<file path="config.mk">
export PLATFORM = sky130hd
export DESIGN_NAME = fp32_accumulate
export DESIGN_NICKNAME = d
export VERILOG_FILES = /design/src/rtl/fp32_accumulate.sv
export SDC_FILE = /design/constraint.sdc
export NUM_CORES = 1
export LEC_CHECK = 0
export CAP_MARGIN = 25
export CORE_UTILIZATION = 57
export CTS_CLUSTER_SIZE = 28
export DETAILED_ROUTE_END_ITERATION = 12
export PLACE_DENSITY = 0.77
export SETUP_SLACK_MARGIN = 0.4
export SYNTH_ARGS = -nofsm -noshare
export SYNTH_HDL_FRONTEND = slang
export SYNTH_SLANG_ARGS = --single-unit
</file>
<file path="constraint.sdc">
create_clock -name clk_i -period 6.75 [get_ports clk_i]
set_clock_uncertainty 0.15 [all_clocks]
set_input_delay 2.025 -clock clk_i [delete_from_list [all_inputs] [get_ports clk_i]]
set_output_delay 2.025 -clock clk_i [all_outputs]
set_load 0.005 [all_outputs]
</file>
<file path="src/rtl/fp32_accumulate.sv">
// fp32_accumulate: streaming binary32 accumulator for the neuron datapath.
// It takes one product per 4 cycles, keeps a running sum, and presents the
// finished dot product when a term marked 'last' has been folded in.
// Only normal numbers are handled. Results are truncated, and NaN gets no
// special treatment.
// Optional build macro: FP32_ACC_RELU_EN. When defined, a negative final sum
// is clamped to +0 before it is presented.
//
// state  | meaning
// -------+-----------------------------------------------------------
// IDLE   | ready for a term; latch operand and last flag on valid
// ALIGN  | order acc/b by magnitude, right-shift the smaller mantissa
// ADD    | add or subtract the aligned mantissas
// NORM   | normalise, detect overflow/underflow, write acc
// DONE   | present the finished sum until the consumer takes it
module fp32_accumulate #(
  parameter int TERM_CNT_W = 8
) (
  input  logic                  clk_i,
  input  logic                  reset_ni,
  input  logic                  in_valid_i,
  input  logic [31:0]           in_data_i,
  input  logic                  in_last_i,
  output logic                  in_ready_o,
  output logic                  out_valid_o,
  output logic [31:0]           out_data_o,
  output logic                  out_ovf_o,
  output logic [TERM_CNT_W-1:0] out_terms_o,
  input  logic                  out_ready_i
);

  typedef enum logic [2:0] {
    S_IDLE  = 3'd0,
    S_ALIGN = 3'd1,
    S_ADD   = 3'd2,
    S_NORM  = 3'd3,
    S_DONE  = 3'd4
  } state_t;

  state_t state, state_n;

  logic [31:0]           acc;
  logic [31:0]           b;
  logic                  last_r;
  logic                  ovf_r;
  logic [TERM_CNT_W-1:0] term_cnt;

  logic        w_sign;
  logic        w_sub;
  logic [7:0]  w_exp;
  logic [26:0] w_mb;
  logic [26:0] w_ms;
  logic [27:0] w_sum;

  // alignment signals
  logic        a_zero, b_zero, a_big;
  logic [30:0] a_mag, b_mag;
  logic [31:0] big_word, small_word;
  logic        big_zero, small_zero;
  logic [26:0] big_mant, small_raw, small_mant;
  logic [7:0]  shamt;

  // normalisation signals
  logic [4:0]         lz;
  logic [26:0]        norm_mant;
  logic signed [9:0]  norm_exp;
  logic [31:0]        acc_n;
  logic               ovf_n;
  logic               acc_inf;
  logic               unused_bits;

  // state register
  always_ff @(posedge clk_i or negedge reset_ni) begin
    if (!reset_ni) state <= S_IDLE;
    else           state <= state_n;
  end

  // next-state and handshake outputs; outputs are zero outside DONE
  always_comb begin
    state_n     = state;
    in_ready_o  = 1'b0;
    out_valid_o = 1'b0;
    out_data_o  = '0;
    out_ovf_o   = 1'b0;
    out_terms_o = '0;
    case (state)
      S_IDLE: begin
        in_ready_o = reset_ni;
        if (in_valid_i) state_n = S_ALIGN;
      end
      S_ALIGN: state_n = S_ADD;
      S_ADD:   state_n = S_NORM;
      S_NORM:  state_n = last_r ? S_DONE : S_IDLE;
      S_DONE: begin
        out_valid_o = 1'b1;
        out_data_o  = acc;
        out_ovf_o   = ovf_r;
        out_terms_o = term_cnt - TERM_CNT_W'(1);
        if (out_ready_i) state_n = S_IDLE;
      end
      default: state_n = S_IDLE;
    endcase
  end

  // order operands by magnitude and align the smaller one
  always_comb begin
    a_zero     = (acc[30:23] == 8'd0);
    b_zero     = (b[30:23] == 8'd0);
    a_mag      = a_zero ? 31'd0 : acc[30:0];
    b_mag      = b_zero ? 31'd0 : b[30:0];
    a_big      = (a_mag >= b_mag);
    big_word   = a_big ? acc : b;
    small_word = a_big ? b : acc;
    big_zero   = a_big ? a_zero : b_zero;
    small_zero = a_big ? b_zero : a_zero;
    big_mant   = big_zero ? 27'd0 : {1'b1, big_word[22:0], 3'b000};
    small_raw  = small_zero ? 27'd0 : {1'b1, small_word[22:0], 3'b000};
    shamt      = big_word[30:23] - small_word[30:23];
    small_mant = (shamt >= 8'd27) ? 27'd0 : (small_raw >> shamt);
  end

  // leading-zero count of the uncarried sum; the highest set bit wins
  always_comb begin
    lz = 5'd0;
    for (int i = 0; i < 27; i++) begin
      if (w_sum[i]) lz = 5'(26 - i);
    end
  end

  // normalise and classify the result; an infinite acc absorbs later terms
  always_comb begin
    acc_inf = (acc[30:23] == 8'hFF);
    if (w_sum[27]) begin
      norm_mant = w_sum[27:1];
      norm_exp  = $signed({2'b00, w_exp}) + 10'sd1;
    end else begin
      norm_mant = w_sum[26:0] << lz;
      norm_exp  = $signed({2'b00, w_exp}) - $signed({5'b00000, lz});
    end
    acc_n = {w_sign, norm_exp[7:0], norm_mant[25:3]};
    ovf_n = ovf_r;
    if (acc_inf) begin
      acc_n = acc;
    end else if (w_sum == 28'd0) begin
      acc_n = 32'd0;
    end else if (norm_exp >= 10'sd255) begin
      acc_n = {w_sign, 8'hFF, 23'd0};
      ovf_n = 1'b1;
    end else if (norm_exp <= 10'sd0) begin
      acc_n = 32'd0;
    end
`ifdef FP32_ACC_RELU_EN
    if (last_r && acc_n[31]) begin
      acc_n = 32'd0;
      ovf_n = 1'b0;
    end
`endif
  end

  assign unused_bits = ^{norm_mant[26], norm_mant[2:0]};

  // datapath registers, advanced one pipeline step per state
  always_ff @(posedge clk_i or negedge reset_ni) begin
    if (!reset_ni) begin
      acc      <= '0;
      b        <= '0;
      last_r   <= 1'b0;
      ovf_r    <= 1'b0;
      term_cnt <= '0;
      w_sign   <= 1'b0;
      w_sub    <= 1'b0;
      w_exp    <= '0;
      w_mb     <= '0;
      w_ms     <= '0;
      w_sum    <= '0;
    end else begin
      case (state)
        S_IDLE: begin
          if (in_valid_i) begin
            b      <= in_data_i;
            last_r <= in_last_i;
          end
        end
        S_ALIGN: begin
          w_sign <= big_word[31];
          w_sub  <= acc[31] ^ b[31];
          w_exp  <= big_word[30:23];
          w_mb   <= big_mant;
          w_ms   <= small_mant;
        end
        S_ADD: begin
          w_sum <= w_sub ? ({1'b0, w_mb} - {1'b0, w_ms})
                         : ({1'b0, w_mb} + {1'b0, w_ms});
        end
        S_NORM: begin
          acc      <= acc_n;
          ovf_r    <= ovf_n;
          term_cnt <= term_cnt + TERM_CNT_W'(1);
        end
        S_DONE: begin
          if (out_ready_i) begin
            acc      <= '0;
            ovf_r    <= 1'b0;
            term_cnt <= '0;
          end
        end
        default: ;
      endcase
    end
  end

endmodule

</file>
==> flow_metrics.py, run 1 <==
metrics = {
    "timing": {
        "fin_crit_sh_pct": 86.6,
        "timing.final.crit_period_ns": 5.85,
        "relSlewSlack_pct": 34.7,
        "drv_slew": 0,
        "setup_viol_count_final": 0,
        "tns_ns": 0,
        "finalHoldViolCount": 0,
        "worst_pin_slew_ns": 0.967,
        "fmax_ghz": 0.171,
        "rsz0062_at_grt": "no",
    },
    "placement": {
        "placed_cells": 1971,
        "dpl_cell_area_um2": 14800,
        "io_buffers": 79,
        "gp_congestion": 0.999,
        "hpwl_mm": 33.2,
    },
    "clock_network": {
        "cts_resized": 0,
        "cts_setup_buffers": 0,
        "clk_pin_slew_worst_paths_ns": 0.07,
        "cts_tree": "yes",
        "cts_inserted_buffers": 17,
        "clk_latency_ns": 0.44,
        "clock_sinks": 166,
        "clockRootBuffer": "clkbuf_16",
        "htreeDepth": 4,
        "clk_path_buf_depth": 2,
        "ctsHoldBuffers": 0,
    },
    "worst_setup_path": {
        "cp-end-kind": "flip-flop",
        "r2r_setup_slack_ns": 0.90,
        "crit_type": "reg -> reg",
        "r2r_cells": 16,
        "cp_common_cell": "ha_1",
        "path_cells": "nor4_1, nand2_1, and2_1, ha_1, a21oi_1, o21ai_0, a22oi_1, nand3b_1, o21ai_4, a21boi_0, ha_1, inv_2, mux2_2, mux4_2, a32o_1, a31o_1",
        "arrival_ns": 6.03,
        "worst_path_largest_cell_delay_ns": 0.49,
        "reg2reg_from": "acc[23]$_DFFE_PN0P_",
        "r2r_end": "w_ms[2]$_DFFE_PN0P_",
        "critPathMaxFanout": 25,
        "startpoint_type": "flip-flop",
        "cp.required_ns": 6.93,
        "cp_slowest_cell": "dfrtp_1",
    },
    "die": {
        "die_y_um": 158,
        "fp-row-count": 56,
        "dieWidth_um": 158,
        "start_util_pct": 58.5,
        "io_pins": 80,
        "core_um2": 23700,
        "fp.dieArea_um2": 24900,
    },
    "detailed_routing": {
        "drtIter0Drc": 1298,
        "routed_via_density": 6.49,
        "antenna_left": 0,
        "num_vias": 13000,
        "dr.pass1.iters": 5,
        "routed_wl_mm": 44.4,
        "drc": 0,
        "wl_per_cell_um": 22.1,
    },
    "global_routing": {
        "overflow": 0,
        "antenna_found_initial": 2,
        "grt_max_degree": 72,
        "grt_pass1_wl_mm": 69.4,
        "grt_use_total_pct": 37.0,
        "first_global_vias": 12100,
    },
    "cells_and_area": {
        "diodes": 0,
        "area_delta_synth_final_pct": 11.1,
        "final_cells": 2004,
        "finalInstanceArea_um2": 15400,
        "drive_above_1_share_pct": 8.19,
        "fill_cells": 2050,
        "layout.nets": 1775,
    },
    "synth": {
        "synth_edf_count": 0,
        "synth_flop_cell": "dfrtp_1",
        "synthCells": 1657,
        "yosys-top-cells-area": "dfrtp_1 30%, mux2i_1 9.8%, nand2_1 6.9%",
        "yosysWarningCount": 0,
        "async_reset_ff_share_pct": 100,
        "synth_cell_types": 96,
        "ys_seq_elements": 166,
        "synth_common_cells": "255 x nand2_1, 166 x dfrtp_1, 135 x mux2i_1",
        "yosysTopAreaCell": "dfrtp_1",
        "synth_area_um2": 13900,
        "synth.most_common_cell": "nand2_1",
        "yosysTopAreaCellShare_pct": 30.0,
        "synth_seq_area_share_pct": 30.0,
        "syn-num-nets": 1760,
        "syn_avg_cell_area_um2": 8.36,
    },
    "flow_run": {
        "drv_cap": 0,
    },
    "hold_path": {
        "hold_start": "w_sign$_DFFE_PN0P_",
        "worstHoldEndpoint": "w_sign$_DFFE_PN0P_",
        "worstHoldPathType": "reg -> reg",
        "hold_depth": 2,
    },
    "outcome": {
        "status": "completed",
    },
}
## placed cells by master, fill, tap and decap left out, types with 18 or more instances in the layout
cell type,count
nand2_1,255
dfrtp_1,166
mux2i_1,135
o21ai_0,120
nor2_1,116
clkdlybuf4s50_1,78
a21oi_1,70
ha_1,65
and2_1,61
xnor2_1,51
inv_1,40
mux2_2,39
nor3_1,33
and3_1,30
nand3_1,29
xor2_1,24
a31oi_1,23
buf_4,22
nor4_1,19
nand4_1,19
o21a_1,18
## routing by layer
metal  GRT usage [%]  wire length, um  vias up
li1                -                -     5985
met1            50.7            19100     6271
met2            56.6            19800      615
met3            6.71             3540      124
met4            16.9             1960        2
met5               0               13        -
## sequential cells by signal (all words and copies together) (netlist names)
| register | flops |
|---|---|
| w_sign | 1 |
| w_sum | 28 |
| w_exp | 8 |
| b | 32 |
| w_mb | 24 |
| ovf_r | 1 |
| term_cnt | 8 |
| state | 3 |
| acc | 32 |
| w_ms | 27 |
| last_r | 1 |
| w_sub | 1 |
## through the flow
stage | worst slack, ns | utilization (%) | hold slack, ns
2_1_floorplan | 1.11 | - | 0.296
3_3_place_gp | 1.21 | 62.4 | 0.312
3_5_place_dp | 1.05 | 62.4 | 0.322
4_1_cts | 1.02 | 64.9 | 0.336
5_1_grt | 0.554 | 65.0 | 0.363
6_report | 0.905 | 65.0 | 0.337
## critical path, delay by kind of cell, from the launching register on
family	cells	cell delay, ns
AND/OR/NAND/NOR	4	1.55
flip-flops	1	0.49
adder cells (fa/ha/maj)	2	0.76
AO/OA/AOI/OAI	7	1.42
buffers and inverters	1	0.47
multiplexers	2	0.89
## final cells by class
cell class	instances	area, um2	share of cell area (%)
multi-input cells	1339	9090	59.1
well taps	319	399	2.59
inverters	45	169	1.10
clock buffers	19	443	2.88
clock inverters	13	136	0.886
flip-flops and latches	166	4150	27.0
repair buffers	103	997	6.48
## logic make-up after synthesis
group | after synthesis | synth area share [%]
simple gates | 619 | 21.2
compound gates | 388 | 18.6
mux | 181 | 13.9
flops | 166 | 30.0
buf+inv | 152 | 4.58
xor+xnor | 78 | 5.17
fa+ha+maj | 73 | 6.52
## worst max path at each step
stage	start	to	slack (ns)
4_1_cts	acc[23]$_DFFE_PN0P_	w_ms[2]$_DFFE_PN0P_	1.02
6_report	acc[23]$_DFFE_PN0P_	w_ms[2]$_DFFE_PN0P_	0.90
2_1_floorplan	acc[24]$_DFFE_PN0P_	w_ms[7]$_DFFE_PN0P_	1.11
3_5_place_dp	acc[23]$_DFFE_PN0P_	w_ms[2]$_DFFE_PN0P_	1.05
5_1_grt	b[26]$_DFFE_PN0P_	w_ms[23]$_DFFE_PN0P_	0.55
3_3_place_gp	acc[23]$_DFFE_PN0P_	w_ms[2]$_DFFE_PN0P_	1.21
Power of run 1 is not shown: default switching activity piles up to over one toggle a cycle in this logic, so the estimate is an artifact.
==> run 2: changes to the inputs <==
--- a/config.mk
+++ b/config.mk
@@ -6,10 +6,10 @@
 export NUM_CORES = 1
 export LEC_CHECK = 0
 export CAP_MARGIN = 25
-export CORE_UTILIZATION = 57
+export CORE_UTILIZATION = 49
 export CTS_CLUSTER_SIZE = 28
 export DETAILED_ROUTE_END_ITERATION = 12
-export PLACE_DENSITY = 0.77
+export PLACE_DENSITY = 0.7
 export SETUP_SLACK_MARGIN = 0.4
 export SYNTH_ARGS = -nofsm -noshare
 export SYNTH_HDL_FRONTEND = slang
==> constraint.sdc (replaced) <==
create_clock -name clk_i -period 5.1 [get_ports clk_i]
set_clock_uncertainty 0.15 [all_clocks]
set_input_delay 1.53 -clock clk_i [delete_from_list [all_inputs] [get_ports clk_i]]
set_output_delay 1.53 -clock clk_i [all_outputs]
set_load 0.005 [all_outputs]
==> run 2 against run 1 <==
Final area increased by 8.0%. Wire length rose by 8.5%. Register-to-register slack got worse by 0.44 ns. Global-route usage decreased by 4.0 points. Die area up 16%.
==> flow_metrics.py, run 2 (same netlist as run 1, synthesis figures left out) <==
metrics = {
    "detailed_routing": {
        "antenna_left": 0,
        "routed_wl_mm": 48.1,
        "routed_via_density": 6.33,
        "drc": 0,
        "dr.pass1.iters": 6,
        "num_vias": 13500,
        "wl_per_cell_um": 22.5,
        "drtIter0Drc": 1531,
    },
    "clock_network": {
        "htreeDepth": 4,
        "cts_tree": "yes",
        "cts_inserted_buffers": 17,
        "clk_pin_slew_worst_paths_ns": 0.07,
        "clock_sinks": 166,
        "clk_latency_ns": 0.44,
        "clockRootBuffer": "clkbuf_16",
        "clk_path_buf_depth": 2,
    },
    "die": {
        "io_pins": 80,
        "start_util_pct": 49.9,
        "dieWidth_um": 170,
        "core_um2": 27800,
        "fp.dieArea_um2": 29000,
        "die_y_um": 170,
        "fp-row-count": 61,
    },
    "worst_setup_path": {
        "reg2reg_from": "acc[24]$_DFFE_PN0P_",
        "cp.required_ns": 5.29,
        "cp-end-kind": "flip-flop",
        "r2r_setup_slack_ns": 0.47,
        "cp-startpoint": "acc[24]$_DFFE_PN0P_",
        "arrival_ns": 4.82,
        "startpoint_type": "flip-flop",
        "critPathCapture": "w_ms[10]$_DFFE_PN0P_",
        "r2r_cells": 18,
        "crit_type": "reg -> reg",
        "r2r_end": "w_ms[10]$_DFFE_PN0P_",
        "critPathMaxFanout": 12,
    },
    "timing": {
        "finalHoldViolCount": 0,
        "hold_ws_ns": 0.338,
        "fmax_ghz": 0.216,
        "rsz0062_at_grt": "yes",
        "worst_pin_slew_ns": 0.961,
        "drv_slew": 0,
        "relSlewSlack_pct": 35.8,
        "fin_crit_sh_pct": 90.8,
        "setup_viol_count_final": 0,
        "tns_ns": 0,
        "timing.final.crit_period_ns": 4.63,
        "fin_ws_ns": 0.468,
    },
    "cells_and_area": {
        "final_cell_mix": "252 x nand2_1, 163 x dfrtp_1, 131 x mux2i_1, 117 x o21ai_0, 114 x nor2_1",
        "drive_above_1_share_pct": 15.6,
        "largestRegisters": "acc (32), b (32), w_sum (28)",
        "area_delta_synth_final_pct": 20.0,
        "final_core_util_pct": 59.8,
        "diodes": 0,
        "layout.nets": 1852,
        "layout_commonest_cell": "nand2_1",
    },
    "global_routing": {
        "grt_use_total_pct": 33.0,
        "antenna_found_initial": 0,
        "first_global_vias": 12600,
        "use_met2_pct": 49.9,
        "grt.met1_usage_pct": 45.8,
        "top_usage_layer": "met2",
        "overflow": 0,
        "grt_max_degree": 166,
        "grt_pass1_wl_mm": 72.7,
        "gr-usage-met3_pct": 6.98,
    },
    "placement": {
        "hpwl_mm": 35.2,
        "place_ws_ns": 0.162,
        "gp_congestion": 1.03,
        "io_buffers": 79,
    },
    "hold_path": {
        "worstHoldPathType": "reg -> reg",
    },
    "flow_run": {
        "drv_cap": 0,
    },
    "outcome": {
        "status": "completed",
    },
}
run 2: changes by cell type in the layout (fill, tap and decap cells not counted), moves of 4 or more:
cell     delta
a21oi_1     -8
a21oi_2     +6
and2_4      +5
buf_4      +65
buf_6       +7
ha_1       -11
ha_4        +9
mux2i_1     -4
mux2i_2     +4
nor4_1      -6
nor4_4      +4
run 2: through the flow:
step	area (um2)	std cells
finish	16600	2139
floorplan	14000	1657
global route	16600	2139
detailed placement	15300	2077
CTS	16000	2116
global placement	15300	2077
run 2: what timing repair did:
item | 4_1_cts | 5_1_grt
endpoints found under the hold margin | 0 | 0
hold buffers | 0 | 0
setup endpoints to repair | 41 | 93
gates resized for setup | 10 | 79
cloned | 0 | 4
setup buffers | 8 | 19
pin swaps | 4 | 27
run 2: worst min path at each step:
| stage | startpoint | to | slack (ns) | cells past startpoint |
|---|---|---|---|---|
| 2_1_floorplan | last_r$_DFFE_PN0P_ | state[2]$_DFFE_PN0P_ | 0.30 | 2 |
| 3_3_place_gp | w_mb[26]$_DFFE_PN0P_ | w_mb[26]$_DFFE_PN0P_ | 0.32 | 2 |
| 3_5_place_dp | w_mb[26]$_DFFE_PN0P_ | w_mb[26]$_DFFE_PN0P_ | 0.32 | 2 |
| 4_1_cts | w_sign$_DFFE_PN0P_ | w_sign$_DFFE_PN0P_ | 0.34 | 2 |
| 5_1_grt | w_sign$_DFFE_PN0P_ | w_sign$_DFFE_PN0P_ | 0.36 | 2 |
| 6_report | w_mb[22]$_DFFE_PN0P_ | w_mb[22]$_DFFE_PN0P_ | 0.34 | 2 |
run 2: worst max-delay path, cell delays in order, from the launching register on:
cell and delay [ns]:
dfrtp_1 0.43, nor4_4 0.29, buf_6 0.20, nand2_8 0.10, and2_4 0.17, ha_4 0.15, or4_4 0.53, o22ai_2 0.16
a21oi_4 0.11, o211ai_1 0.26, a21boi_2 0.24, ha_4 0.14, inv_1 0.04, o211a_4 0.17, o2111a_1 0.29, a211oi_4 0.26
and2_4 0.24, nand4_1 0.26, o311ai_1 0.34
run 2: area by class of cell:
type | instances | area, um2
multi-input combinational | 1341 | 9600
timing repair buffer | 177 | 1610
sequential | 166 | 4160
clock inverter | 10 | 146
clock buffer | 21 | 450
fill | 2423 | 11200
tap | 378 | 473
inverter | 45 | 180
timing repair inverter | 1 | 5.00
run 2: routing by layer:
| layer | wire [um] | vias up |
|---|---|---|
| met1 | 20500 | 6477 |
| met4 | 1940 | 0 |
| met3 | 4600 | 146 |
| met2 | 21100 | 773 |
| li1 | - | 6140 |
| met5 | 0 | - |
Power of run 2 is left out for the same reason.
